--- src/rtl/seg_scan_pkg.sv ---
// Shared constants and types for the seven-segment scan capture block.
// Holds the active-low segment patterns for digits 0-9 and for a blank digit,
// the capture FSM state type and the default parameter values.
// Segment bit order is {g, f, e, d, c, b, a}, where a 0 bit means the segment is lit.
package seg_scan_pkg;

  localparam int unsigned NumDigitsDef    = 8;
  localparam int unsigned StableCyclesDef = 16;

  localparam logic [6:0] SegBlank = 7'b1111111;
  localparam logic [6:0] Seg0     = 7'b1000000;
  localparam logic [6:0] Seg1     = 7'b1111001;
  localparam logic [6:0] Seg2     = 7'b0100100;
  localparam logic [6:0] Seg3     = 7'b0110000;
  localparam logic [6:0] Seg4     = 7'b0011001;
  localparam logic [6:0] Seg5     = 7'b0010010;
  localparam logic [6:0] Seg6     = 7'b0000010;
  localparam logic [6:0] Seg7     = 7'b1111000;
  localparam logic [6:0] Seg8     = 7'b0000000;
  localparam logic [6:0] Seg9     = 7'b0010000;

  // SegDigits[d] is the pattern for digit d.
  localparam logic [9:0][6:0] SegDigits = {Seg9, Seg8, Seg7, Seg6, Seg5,
                                           Seg4, Seg3, Seg2, Seg1, Seg0};

  typedef enum logic [1:0] {
    StIdle,
    StSettle,
    StHeld
  } state_e;

endpackage

--- src/rtl/seg_pattern_decoder.sv ---
// Combinational decoder that turns an active-low seven-segment pattern into a digit value.
// Ports:
//   seg   - active-low cathodes {g..a}
//   val   - decoded value 0-9; 0 for a blank or unknown pattern
//   blank - the pattern has every segment off
//   err   - the pattern is neither a digit nor blank
module seg_pattern_decoder
  import seg_scan_pkg::*;
(
  input  logic [6:0] seg,
  output logic [3:0] val,
  output logic       blank,
  output logic       err
);

  always_comb begin
    val   = 4'd0;
    blank = 1'b0;
    err   = 1'b1;
    if (seg == SegBlank) begin
      blank = 1'b1;
      err   = 1'b0;
    end
    for (int i = 0; i < 10; i++) begin
      if (seg == SegDigits[i]) begin
        val = 4'(i);
        err = 1'b0;
      end
    end
  end

endmodule

--- src/rtl/seg_scan_capture.sv ---
// Recovers the digit values from a multiplexed, active-low seven-segment display bus.
// A digit is captured once its anode/segment pair has been stable for STABLE_CYCLES
// synchronized cycles.
// Ports:
//   clk, rst_n  - clock and asynchronous active-low reset
//   an          - active-low anode enables; bit i selects digit i
//   seg         - active-low cathodes {g..a}
//   digit_val   - last captured value for each digit; digit i is at [4i+3:4i]
//   digit_blank - digit i was last captured as blank
//   digit_err   - digit i was last captured as an undecodable pattern
//   upd_valid   - one-cycle strobe for each capture, with upd_idx and upd_val
//   frame_done  - one-cycle strobe when every digit has been captured
module seg_scan_capture
  import seg_scan_pkg::*;
#(
  parameter int unsigned NUM_DIGITS    = NumDigitsDef,
  parameter int unsigned STABLE_CYCLES = StableCyclesDef,
  localparam int unsigned IdxW = (NUM_DIGITS > 1) ? $clog2(NUM_DIGITS) : 1
) (
  input  logic                    clk,
  input  logic                    rst_n,
  input  logic [NUM_DIGITS-1:0]   an,
  input  logic [6:0]              seg,
  output logic [4*NUM_DIGITS-1:0] digit_val,
  output logic [NUM_DIGITS-1:0]   digit_blank,
  output logic [NUM_DIGITS-1:0]   digit_err,
  output logic                    upd_valid,
  output logic [IdxW-1:0]         upd_idx,
  output logic [3:0]              upd_val,
  output logic                    frame_done
);

  localparam int unsigned SyncW = NUM_DIGITS + 7;
  localparam int unsigned CntW  = $clog2(STABLE_CYCLES);
  // The cycle that detects a change already follows one cycle of the new synchronized
  // value, so the counter only has to cover the remaining STABLE_CYCLES-1 cycles.
  localparam logic [CntW-1:0] CntLast = CntW'(STABLE_CYCLES - 2);

  // Input synchronizers plus a one-cycle history of the synchronized value.
  logic [SyncW-1:0] r_sync1, r_sync2, r_prev;

  always_ff @(posedge clk or negedge rst_n) begin
    if (!rst_n) begin
      r_sync1 <= '1;
      r_sync2 <= '1;
      r_prev  <= '1;
    end else begin
      r_sync1 <= {an, seg};
      r_sync2 <= r_sync1;
      r_prev  <= r_sync2;
    end
  end

  logic [NUM_DIGITS-1:0] w_an;
  logic [NUM_DIGITS-1:0] w_an_lo;
  logic [6:0]            w_seg;
  logic                  w_change;
  logic                  w_one_hot;
  logic [IdxW-1:0]       w_idx;

  assign w_an      = r_sync2[SyncW-1:7];
  assign w_seg     = r_sync2[6:0];
  assign w_an_lo   = ~w_an;
  assign w_change  = (r_sync2 != r_prev);
  assign w_one_hot = (w_an_lo != '0) && ((w_an_lo & (w_an_lo - 1'b1)) == '0);

  always_comb begin
    w_idx = '0;
    for (int i = 0; i < NUM_DIGITS; i++) begin
      if (!w_an[i]) w_idx = IdxW'(i);
    end
  end

  logic [3:0] w_dec_val;
  logic       w_dec_blank;
  logic       w_dec_err;

  seg_pattern_decoder u_dec (
    .seg   (w_seg),
    .val   (w_dec_val),
    .blank (w_dec_blank),
    .err   (w_dec_err)
  );

  // Capture FSM: state register, next-state logic, output decode.
  state_e          r_state, w_state_d;
  logic [CntW-1:0] r_cnt, w_cnt_d;
  logic            w_capture;

  always_ff @(posedge clk or negedge rst_n) begin
    if (!rst_n) begin
      r_state <= StIdle;
      r_cnt   <= '0;
    end else begin
      r_state <= w_state_d;
      r_cnt   <= w_cnt_d;
    end
  end

  always_comb begin
    w_state_d = r_state;
    w_cnt_d   = r_cnt;
    case (r_state)
      StIdle: begin
        if (w_one_hot) begin
          w_state_d = StSettle;
          w_cnt_d   = '0;
        end
      end
      StSettle: begin
        if (w_change) begin
          w_state_d = w_one_hot ? StSettle : StIdle;
          w_cnt_d   = '0;
        end else if (r_cnt == CntLast) begin
          w_state_d = StHeld;
        end else begin
          w_cnt_d = r_cnt + 1'b1;
        end
      end
      StHeld: begin
        if (w_change) begin
          w_state_d = w_one_hot ? StSettle : StIdle;
          w_cnt_d   = '0;
        end
      end
      default: begin
        w_state_d = StIdle;
        w_cnt_d   = '0;
      end
    endcase
  end

  always_comb begin
    w_capture = (r_state == StSettle) && !w_change && (r_cnt == CntLast);
  end

  // Registered capture results and the per-frame capture mask.
  logic [4*NUM_DIGITS-1:0] r_digit_val;
  logic [NUM_DIGITS-1:0]   r_digit_blank, r_digit_err, r_mask;
  logic                    r_upd_valid, r_frame_done;
  logic [IdxW-1:0]         r_upd_idx;
  logic [3:0]              r_upd_val;
  logic [NUM_DIGITS-1:0]   w_mask_set;

  assign w_mask_set = r_mask | (NUM_DIGITS'(1) << w_idx);

  always_ff @(posedge clk or negedge rst_n) begin
    if (!rst_n) begin
      r_digit_val   <= '0;
      r_digit_blank <= '1;
      r_digit_err   <= '0;
      r_mask        <= '0;
      r_upd_valid   <= 1'b0;
      r_frame_done  <= 1'b0;
      r_upd_idx     <= '0;
      r_upd_val     <= '0;
    end else begin
      r_upd_valid  <= w_capture;
      r_frame_done <= 1'b0;
      if (w_capture) begin
        r_upd_idx                      <= w_idx;
        r_upd_val                      <= w_dec_val;
        r_digit_val[{w_idx, 2'b00} +: 4] <= w_dec_val;
        r_digit_blank[w_idx]           <= w_dec_blank;
        r_digit_err[w_idx]             <= w_dec_err;
        // A recapture of an already-seen digit leaves the mask unchanged.
        if (&w_mask_set) begin
          r_frame_done <= 1'b1;
          r_mask       <= '0;
        end else begin
          r_mask <= w_mask_set;
        end
      end
    end
  end

  assign digit_val   = r_digit_val;
  assign digit_blank = r_digit_blank;
  assign digit_err   = r_digit_err;
  assign upd_valid   = r_upd_valid;
  assign upd_idx     = r_upd_idx;
  assign upd_val     = r_upd_val;
  assign frame_done  = r_frame_done;

endmodule
--- config.mk ---
export PLATFORM = sky130hd
export DESIGN_NAME = seg_scan_capture
export DESIGN_NICKNAME = d
export VERILOG_FILES = /design/src/rtl/seg_scan_pkg.sv /design/src/rtl/seg_pattern_decoder.sv /design/src/rtl/seg_scan_capture.sv
export SDC_FILE = /design/constraint.sdc
export NUM_CORES = 1
export LEC_CHECK = 0
export CORE_UTILIZATION = 38
export CTS_BUF_LIST = sky130_fd_sc_hd__clkbuf_16
export CTS_CLUSTER_SIZE = 12
export DETAILED_ROUTE_END_ITERATION = 10
export PLACE_DENSITY_LB_ADDON = 0.05
export SLEW_MARGIN = 40
export SYNTH_ARGS = -nofsm -noshare
export SYNTH_HDL_FRONTEND = slang
export SYNTH_SLANG_ARGS = --single-unit
--- constraint.sdc ---
create_clock -name clk -period 7.38 [get_ports clk]
set_input_delay 2.214 -clock clk [delete_from_list [all_inputs] [get_ports clk]]
set_output_delay 2.214 -clock clk [all_outputs]
set_load 0.03 [all_outputs]
==> flow_summary.toml <==
[sta]
setup_viol = 0
period_needed_ps = 3810
layout_setup_ws_ps = 3570
skew_ps = 9.07
fmax_mhz = 262
slew_violations = 0
finalHoldViolCount = 0
rsz0062_at_grt = "no"
slew_headroom_pct = 47.3
worstMarginPinSlew_ps = 790
period_share_pct = 51.7
setup_tns_ps = 0

[critical_path]
endpoint_kind = "output pin"
crit_required_ps = 5170
cp_cell_sequence = "clkdlybuf4s50_1"
path_max_fanout = 2
crit_family = "buffers and inverters"
critPathMaxStageDelay_ps = 660
crit_type = "reg2out"
crit_buf_inv = 1
cp_data_arrival_time_ps = 1600
slowest_stage = "clkdlybuf4s50_1"
cp-start-kind = "flop"

[yosys]
synth.avg_cell_area_um2 = 13.3
yosys_warnings = 0
synth_edf_count = 0
syn_nets = 412
seq_area_frac_synth_pct = 57.8
ys_ff_latch = 116
synth.distinct_cells = 61
ys_dominant_reg_cell = "dfrtp_1"
syn_area_um2 = 5130
syn_inst = 387
async_reset_ff_share_pct = 100

[pwr]
ir_drop_mv = 0.132
power_density_nw_per_um2 = 233
total_power_mw = 1.54
p_leak_nw = 2.83

[global_route]
grt_usage_pct = 17.0
antenna_found_initial = 0
overflow = 0
grt_pass1_vias = 3435
grt_pass1_wl_um = 18200
grt_start_max_net_pins = 67

[die]
dieArea_um2 = 14000
die_w_um = 118
core_um2 = 13200
start_util_pct = 38.9
fp.dieH_um = 118
rows = 42
ios = 74

[routing]
wl_um = 10700
firstDrtPassIters = 4
drc = 0
drt_iter0_markers = 175
via_count = 3292
viasPerCell = 5.06
routedWlPerCell_um = 16.5
ant_nets = 0

[status]
run_status = "complete, no violations"

[clocking]
path_clk_slew_ps = 50
cts_hold_buf = 0
clock_latency_ps = 410
cts_buffers = 17
h-tree-depth = 4
tritoncts = "done"
clock_path_buffers = 2
post_cts_buffers = 0
cts.sinks = 116
cts_root_buf = "clkbuf_16"
cts_resized = 0

[placement]
dpl.hpwl_um = 7290
place.gp.congestion = 0.728
post-place-ws_ps = 3770
io_buffers = 73

[final_layout]
n_antenna_cell = 0
layout-drive-gt1-share_pct = 31.6
nNetsFinal = 486
syn2layout_area_growth_pct = 28.9
utilization_pct = 50.2

[run]
max-cap-violations = 0

[min_path]
hold_path_class = "reg2reg"
-- state kept, by name, indices dropped and copies added, names as in the netlist --
name / count
digit_val: 32
r_prev: 15
r_sync1: 15
r_sync2: 15
digit_blank: 8
digit_err: 8
r_mask: 8
r_cnt: 4
upd_val: 4
upd_idx: 3
r_state: 2
frame_done: 1
upd_valid: 1
-- synthesized netlist by cell type (2+ instances only) --
| master | count | share of area [%] |
|---|---|---|
| and4b_1 | 3 | 0.59 |
| ha_1 | 8 | 2.0 |
| mux2i_1 | 5 | 0.98 |
| o211ai_1 | 2 | 0.29 |
| nor4_2 | 3 | 0.73 |
| nor3_1 | 6 | 0.59 |
| dfrtp_1 | 63 | 31 |
| nand2_1 | 11 | 0.80 |
| nand2b_1 | 4 | 0.49 |
| a41oi_1 | 3 | 0.51 |
| a21oi_1 | 20 | 2.0 |
| o21ai_0 | 11 | 1.1 |
| and2_1 | 10 | 1.2 |
| clkbuf_1 | 6 | 0.44 |
| and3_1 | 5 | 0.61 |
| dfstp_2 | 53 | 27 |
| and4_1 | 8 | 1.4 |
| a31oi_1 | 7 | 0.85 |
| maj3_1 | 2 | 0.39 |
| xor2_1 | 15 | 2.6 |
| buf_2 | 11 | 1.1 |
| nor4_4 | 8 | 3.3 |
| nor2_1 | 11 | 0.80 |
| nand4_1 | 2 | 0.24 |
| inv_1 | 11 | 0.80 |
| mux2_2 | 45 | 9.9 |
| nor2b_1 | 4 | 0.49 |
| o22ai_1 | 3 | 0.37 |
| a2111oi_0 | 2 | 0.34 |
| or3_1 | 2 | 0.24 |
| nand3_1 | 10 | 0.98 |
| mux2_1 | 4 | 0.88 |
-- power by group --
group / switching (mW) / internal [mW] / total (mW)
clock: 0.275 / 0.526 / 0.802
sequential: 0.0156 / 0.660 / 0.676
combinational: 0.0386 / 0.0223 / 0.0609
-- stage by stage --
stage | instances | cell area, µm² | hold slack (ps)
detailed placement | 618 | 6010 | 347
CTS | 650 | 6600 | 354
finish | 650 | 6620 | 353
global route | 650 | 6620 | 355
global placement | 618 | 6000 | 346
floorplan | 387 | 5130 | 345
-- area by class of cell --
cell class              instances  area, µm²
fillers                      1164       6570
flip-flops and latches        116       2970
multi-input cells             238       2050
repair buffers                 75        747
clock buffers                  19        475
well taps                     176        220
clock inverters                13        111
inverters                      13       48.8
-- cell families after synthesis --
kind of cell             count (synthesis)  share of synthesized area [%]
XOR/XNOR                                16                           2.73
AO/OA/AOI/OAI                           58                           7.19
adder cells (fa/ha/maj)                 10                           2.34
multiplexers                            54                           11.7
AND/OR/NAND/NOR                        100                           15.2
buffers and inverters                   33                           2.93
flip-flops                             116                           57.8
-- per-layer routing --
metal	up-vias	global-route usage [%]	part of all wire, %
li1	1556	-	-
met1	1649	22.1	47
met2	72	26.7	48
met3	15	4.05	3.3
met4	0	7.77	1.8
met5	-	0	0
-- final timing paths --
check / startpoint / endpoint / slack, ps / cells after the start
worst max-delay path: digit_blank[6] / digit_blank[6] / 3570 / 1
worst min-delay path: r_sync1[11] / r_sync2[11] / 350 / 0
worst max register to register: r_sync2[12] / digit_val[16] / 4140 / 8
worst min register to register: r_sync1[11] / r_sync2[11] / 350 / 0
max in group asynchronous: rst_n / r_prev[8] / 4570 / 2
min in group asynchronous: rst_n / r_cnt[2] / 1820 / 1
-- placed cells by master (no fill, tap or decap), types with 10 or more instances in the layout --
cell	instances
a21oi_1	20
and2_1	10
clkbuf_16	19
clkdlybuf4s50_1	72
dfrtp_1	63
dfstp_2	53
inv_1	13
mux2_2	45
nand2_1	11
nand3_1	10
nor2_1	11
o21ai_0	11
xor2_1	15
Note: power is estimated with default switching activity, not from simulation.
